`config.mk`:
```
export PLATFORM = sky130hd
export DESIGN_NAME = ram_arbiter
export DESIGN_NICKNAME = d
export VERILOG_FILES = /design/src/rtl/ram_arbiter.sv
export SDC_FILE = /design/constraint.sdc
export NUM_CORES = 1
export LEC_CHECK = 0
export BUFFER_PORTS_ARGS = -buffer_cell sky130_fd_sc_hd__buf_2
export CAP_MARGIN = 40
export CELL_PAD_IN_SITES_DETAIL_PLACEMENT = 1
export CELL_PAD_IN_SITES_GLOBAL_PLACEMENT = 1
export CORE_UTILIZATION = 31
export CTS_CLUSTER_SIZE = 25
export DETAILED_ROUTE_END_ITERATION = 10
export PLACE_DENSITY_LB_ADDON = 0.25
export SETUP_SLACK_MARGIN = 0.15
export SLEW_MARGIN = 10
export SYNTH_ARGS = -nofsm -noshare
export SYNTH_HDL_FRONTEND = slang
export SYNTH_SLANG_ARGS = --single-unit
```
`constraint.sdc`:
```
create_clock -name clk -period 1.5 [get_ports clk]
set_input_delay 0.225 -clock clk [delete_from_list [all_inputs] [get_ports clk]]
set_output_delay 0.225 -clock clk [all_outputs]
set_load 0.005 [all_outputs]
```
`src/rtl/ram_arbiter.sv`:
```
// ram_arbiter: round-robin sharing of one single-port RAM between two requesters, with optional post-reset clear
//   clk, rst                 clock, synchronous active-high reset
//   init_done_o              high once the clear sequence has finished (or was skipped)
//   mN_req_i/wren_i/addr_i/data_i  requester N access request, held until granted
//   mN_gnt_o                 combinational grant; a transfer happens on req & gnt
//   mN_rvalid_o              rdata_o carries requester N's read data this cycle
//   rdata_o                  shared read data (RAM q)
//   ram_wren_o/address_o/data_o, ram_q_i   RAM control and read data
module ram_arbiter #(
    parameter int DATA_WIDTH = 8,
    parameter int DEPTH = 256,
    parameter int INIT_EN = 1,
    parameter logic [DATA_WIDTH-1:0] INIT_VALUE = '0,
    localparam int ADDR_W = $clog2(DEPTH)
) (
    input  logic                  clk,
    input  logic                  rst,
    output logic                  init_done_o,
    input  logic                  m0_req_i,
    input  logic                  m0_wren_i,
    input  logic [ADDR_W-1:0]     m0_addr_i,
    input  logic [DATA_WIDTH-1:0] m0_data_i,
    output logic                  m0_gnt_o,
    output logic                  m0_rvalid_o,
    input  logic                  m1_req_i,
    input  logic                  m1_wren_i,
    input  logic [ADDR_W-1:0]     m1_addr_i,
    input  logic [DATA_WIDTH-1:0] m1_data_i,
    output logic                  m1_gnt_o,
    output logic                  m1_rvalid_o,
    output logic [DATA_WIDTH-1:0] rdata_o,
    output logic                  ram_wren_o,
    output logic [ADDR_W-1:0]     ram_address_o,
    output logic [DATA_WIDTH-1:0] ram_data_o,
    input  logic [DATA_WIDTH-1:0] ram_q_i
);
    typedef enum logic {INIT, ARB} state_t;
    localparam logic [ADDR_W:0] LAST_CNT = (ADDR_W + 1)'(DEPTH - 1);
    state_t              state_q, state_d;
    logic [ADDR_W:0]     init_cnt_q, init_cnt_d;
    logic                last_q, last_d;
    logic                rv0_q, rv0_d, rv1_q, rv1_d;
    logic                init_done_q, init_done_d;
    logic [ADDR_W-1:0]   addr_q;
    always_comb begin
        state_d       = state_q;
        init_cnt_d    = init_cnt_q;
        last_d        = last_q;
        m0_gnt_o      = 1'b0;
        m1_gnt_o      = 1'b0;
        ram_wren_o    = 1'b0;
        ram_address_o = addr_q;
        ram_data_o    = m0_data_i;
        init_done_d   = init_done_q;
        if (state_q == INIT) begin
            ram_wren_o    = 1'b1;
            ram_address_o = init_cnt_q[ADDR_W-1:0];
            ram_data_o    = INIT_VALUE;
            init_cnt_d    = init_cnt_q + 1'b1;
            if (init_cnt_q == LAST_CNT) begin
                state_d     = ARB;
                init_done_d = 1'b1;
            end
        end else begin
            init_done_d = 1'b1;
            // On contention the port that was not granted last wins
            m0_gnt_o = m0_req_i & (~m1_req_i | last_q);
            m1_gnt_o = m1_req_i & (~m0_req_i | ~last_q);
            last_d   = m0_gnt_o ? 1'b0 : m1_gnt_o ? 1'b1 : last_q;
            ram_wren_o    = (m0_gnt_o & m0_wren_i) | (m1_gnt_o & m1_wren_i);
            ram_address_o = m0_gnt_o ? m0_addr_i : m1_gnt_o ? m1_addr_i : addr_q;
            ram_data_o    = m1_gnt_o ? m1_data_i : m0_data_i;
        end
        rv0_d = m0_gnt_o & ~m0_wren_i;
        rv1_d = m1_gnt_o & ~m1_wren_i;
    end
    // addr_q keeps the RAM's registered read address stable while idle
    always_ff @(posedge clk) begin
        if (rst) begin
            state_q     <= (INIT_EN != 0) ? INIT : ARB;
            init_cnt_q  <= '0;
            last_q      <= 1'b1;
            rv0_q       <= 1'b0;
            rv1_q       <= 1'b0;
            init_done_q <= 1'b0;
            addr_q      <= '0;
        end else begin
            state_q     <= state_d;
            init_cnt_q  <= init_cnt_d;
            last_q      <= last_d;
            rv0_q       <= rv0_d;
            rv1_q       <= rv1_d;
            init_done_q <= init_done_d;
            addr_q      <= ram_address_o;
        end
    end
    assign init_done_o = init_done_q;
    assign m0_rvalid_o = rv0_q;
    assign m1_rvalid_o = rv1_q;
    assign rdata_o     = ram_q_i;
endmodule

```
==> impl_metrics.ini <==
[grt]
first_global_vias = 1657
grtUsageMet3_pct = 4.131
grt_start_max_net_pins = 28
grt_antenna_before_repair = 0
grt-ovfl-total = 0
global_route.usage.met1_pct = 24.52
grt_use_total_pct = 20.16
global_route_wire_length_before_repair_um = 7976
gr-usage-met2_pct = 36.32
grt_most_used_layer = met2

[power_and_ir_drop]
swShare_pct = 26.81
comb_power_share_pct = 21.7
p_per_area_nw_per_um2 = 594.0
switchingPower_mw = 0.3586
internal_power_mw = 0.9791
leakagePower_nw = 1.013
p_seq_share_pct = 44.9
vdd_ir_drop_max_mv = 0.4975
power.share.clock_pct = 33.4

[logic_synthesis]
mappedNetlistArea_um2 = 1475
number_of_standard_cells_after_synthesis = 182
synth.most_common_cell = sky130_fd_sc_hd__dfxtp_1
ys_types = 38
ys_dominant_reg_cell = sky130_fd_sc_hd__dfxtp_1
synthTopCellsByArea = sky130_fd_sc_hd__dfxtp_1, sky130_fd_sc_hd__a31oi_1, sky130_fd_sc_hd__mux2i_1
asyncSetResetFlopFracSynth_pct = 0
ys_warn_count = 0
syn_avg_cell_area_um2 = 8.105
yosys.area.top_type_share_pct = 29.86
portion_of_the_post_synthesis_area_used_by_sequential_elements_pct = 29.86
synth.ff_latch_count = 22
netlist_top_cells_count = sky130_fd_sc_hd__dfxtp_1, sky130_fd_sc_hd__a31oi_1, sky130_fd_sc_hd__nand2_1, sky130_fd_sc_hd__nor2_1, sky130_fd_sc_hd__or2_2
syn_nets = 230
number_of_flops_mapped_to_enable_cells_by_yosys = 0
synthDominantAreaCellType = sky130_fd_sc_hd__dfxtp_1

[setup_path]
worstPathBufferInverterCount = 2
endpoint_kind = output pin
critPathKind = register to output pin
worst-path-max-fanout = 6
crit_path_max_incr_delay_ns = 0.38
setup.worst_path.start_class = register
cpMaxStageDelayCell = sky130_fd_sc_hd__dfxtp_4
cp_data_arrival_time_ns = 1.44
worst-r2r-setup-slack_ns = -0.06
cp_data_required_time_ns = 1.27
r2r_end = addr_q[5]
crit_chain = buf_6 > and3b_1 > a31oi_2 > a31oi_1 > buf_2
reg2reg_from = last_q
worst-r2r-cell-count = 9
critPathTopFamily = flip-flops

[final_layout]
num-nets-final = 306
area_growth_pct = 52.67
design_area_um2 = 2252
antennaDiodeCount = 0
fraction_of_layout_instances_using_a_drive_strength_above_1_pct = 52.92

[clock_network]
cts_hold_buf = 0
ctsLongestPathBuffers = 2
insertion_delay_ns = 0.28
cts_max_level = 1
numCtsBuffers = 3
cts_tree = done
clk_pin_slew_ns = 0.09
clkSinkCount = 22
clockRootBuffer = sky130_fd_sc_hd__clkbuf_8

[min_path]
hp-start = m0_wren_i
cell_depth_of_the_worst_min_delay_path = 2
hold_path.class = primary input to register
whs_endpoint = m0_rvalid_o

[floorplanning]
die_w_um = 70.98
floorplan.initialDensity_pct = 32.97
fp.dieArea_um2 = 5038
fp.coreArea_um2 = 4474
row_count = 24
io_pins = 76
die_h_um = 70.98

[placement]
hpwl_um = 3080
place_congestion = 0.7493
port_buffers = 59
placedInstanceArea_um2 = 1822

[detailed_routing]
route.detailed.drc = 8
wl_um = 5257
firstDrtPassIters = 9
drt-initial-drc-count = 63
via_count = 1612
post_drt_wl_per_cell_um = 17.01
drt-vias-per-instance = 5.217
postRouteAntennaNets = 0

[timing]
fin_crit_sh_pct = 110.9
worst_slack_ns = -0.1638
hold_ws_ns = 0.1170
finalMaxSlewViolations = 0
final_hold_viol_count = 0
rsz0062_at_grt = yes
worst_slew_pin_slew_ns = 0.4347
clock_skew_ns = 0.01089
fmax_mhz = 601.1
setup_viol = 20
slew-limit-headroom_pct = 71.02
final.min_clock_period_ns = 1.664
setup_tns_ns = -1.422

[status]
status = finished, violations left
violations = design-rule violations, negative setup slack

[job]
max_cap_viol_count = 0
-- layout make-up --
type                    count  area (µm²)
flip-flops and latches     22       450.4
clock buffers               4       55.05
well taps                  52       65.06
repair buffers             91       631.9
inverters                   2       7.507
fillers                   540        2222
multi-input cells         138        1042
-- per-stage QoR --
step                      utilization (%)  power, mW  instances  worst slack (ns)
final                               50.34      1.338        309           -0.1638
after global routing                50.34      1.403        309           -0.2127
after CTS                           47.32      1.318        304           -0.1155
after detailed placement            40.72     0.8169        283          -0.08179
after global placement              40.72     0.8135        283          -0.06068
after floorplan                         -     0.7342        182            0.2263
-- flip-flops by register name, summed over array words and instances (netlist names) --
signal,flops
init_done_o,1
addr_q,8
state_q,1
m1_rvalid_o,1
last_q,1
m0_rvalid_o,1
init_cnt_q,9
-- how the worst max path moves through the flow --
| stage | from | endpoint | slack (ns) | cells past startpoint |
|---|---|---|---|---|
| 2_1_floorplan | state_q | ram_data_o[3] | 0.23 | 4 |
| 3_3_place_gp | m1_req_i | ram_address_o[2] | -0.06 | 5 |
| 3_5_place_dp | m1_req_i | ram_address_o[2] | -0.08 | 5 |
| 4_1_cts | last_q | ram_address_o[6] | -0.12 | 5 |
| 5_1_grt | last_q | ram_address_o[5] | -0.21 | 5 |
| 6_report | last_q | ram_address_o[1] | -0.16 | 5 |
-- power by group through the flow --
stage / Clock (mW) / Sequential, mW / Combinational (mW)
floorplan: 0 / 0.619 / 0.116
global placement: 0 / 0.614 / 0.200
detailed placement: 0 / 0.614 / 0.203
CTS: 0.464 / 0.601 / 0.254
global route: 0.489 / 0.602 / 0.312
finish: 0.447 / 0.600 / 0.290
-- cells by family (layout without fill, tap and decap cells) --
group / Yosys count / count (layout) / share of synthesized area (%)
AO/OA/AOI/OAI: 44 / 45 / 21.03
XOR/XNOR: 4 / 4 / 2.375
adder cells (fa/ha/maj): 2 / 2 / 1.696
buffers and inverters: 24 / 97 / 10.09
flip-flops: 22 / 22 / 29.86
multiplexers: 9 / 9 / 6.107
AND/OR/NAND/NOR: 77 / 78 / 28.84
-- per-layer routing --
layer | vias to the layer above | part of all wire, %
li1 | 786 | -
met5 | - | 0
met2 | 44 | 51
met3 | 8 | 4.1
met1 | 774 | 44
met4 | 0 | 1.5
-- cell usage in the layout (no fill, tap or decap), types with 2 or more instances in the layout --
cell type,count
sky130_fd_sc_hd__nand2b_1,4
sky130_fd_sc_hd__a21oi_1,6
sky130_fd_sc_hd__a31oi_2,6
sky130_fd_sc_hd__clkbuf_8,4
sky130_fd_sc_hd__mux2i_1,8
sky130_fd_sc_hd__a21boi_4,2
sky130_fd_sc_hd__inv_1,2
sky130_fd_sc_hd__nand2_1,18
sky130_fd_sc_hd__or3_1,2
sky130_fd_sc_hd__a31oi_4,3
sky130_fd_sc_hd__buf_4,15
sky130_fd_sc_hd__and3b_1,6
sky130_fd_sc_hd__a211oi_2,3
sky130_fd_sc_hd__a21boi_1,8
sky130_fd_sc_hd__dfxtp_1,16
sky130_fd_sc_hd__nor2b_1,3
sky130_fd_sc_hd__buf_6,15
sky130_fd_sc_hd__nor2_1,17
sky130_fd_sc_hd__o21ai_0,2
sky130_fd_sc_hd__buf_12,3
sky130_fd_sc_hd__or2_2,12
sky130_fd_sc_hd__nand4b_1,3
sky130_fd_sc_hd__xor2_1,3
sky130_fd_sc_hd__buf_2,58
sky130_fd_sc_hd__dfxtp_2,5
sky130_fd_sc_hd__nand3_1,3
sky130_fd_sc_hd__a31oi_1,10
-- timing repair --
action / in CTS / in global routing
setup buffers: 14 / 5
gates resized for setup: 24 / 28
setup endpoints to repair: 21 / 23
pin swaps: 13 / 8
gates cloned: 3 / 0
Note: power is estimated with default switching activity, not from simulation.
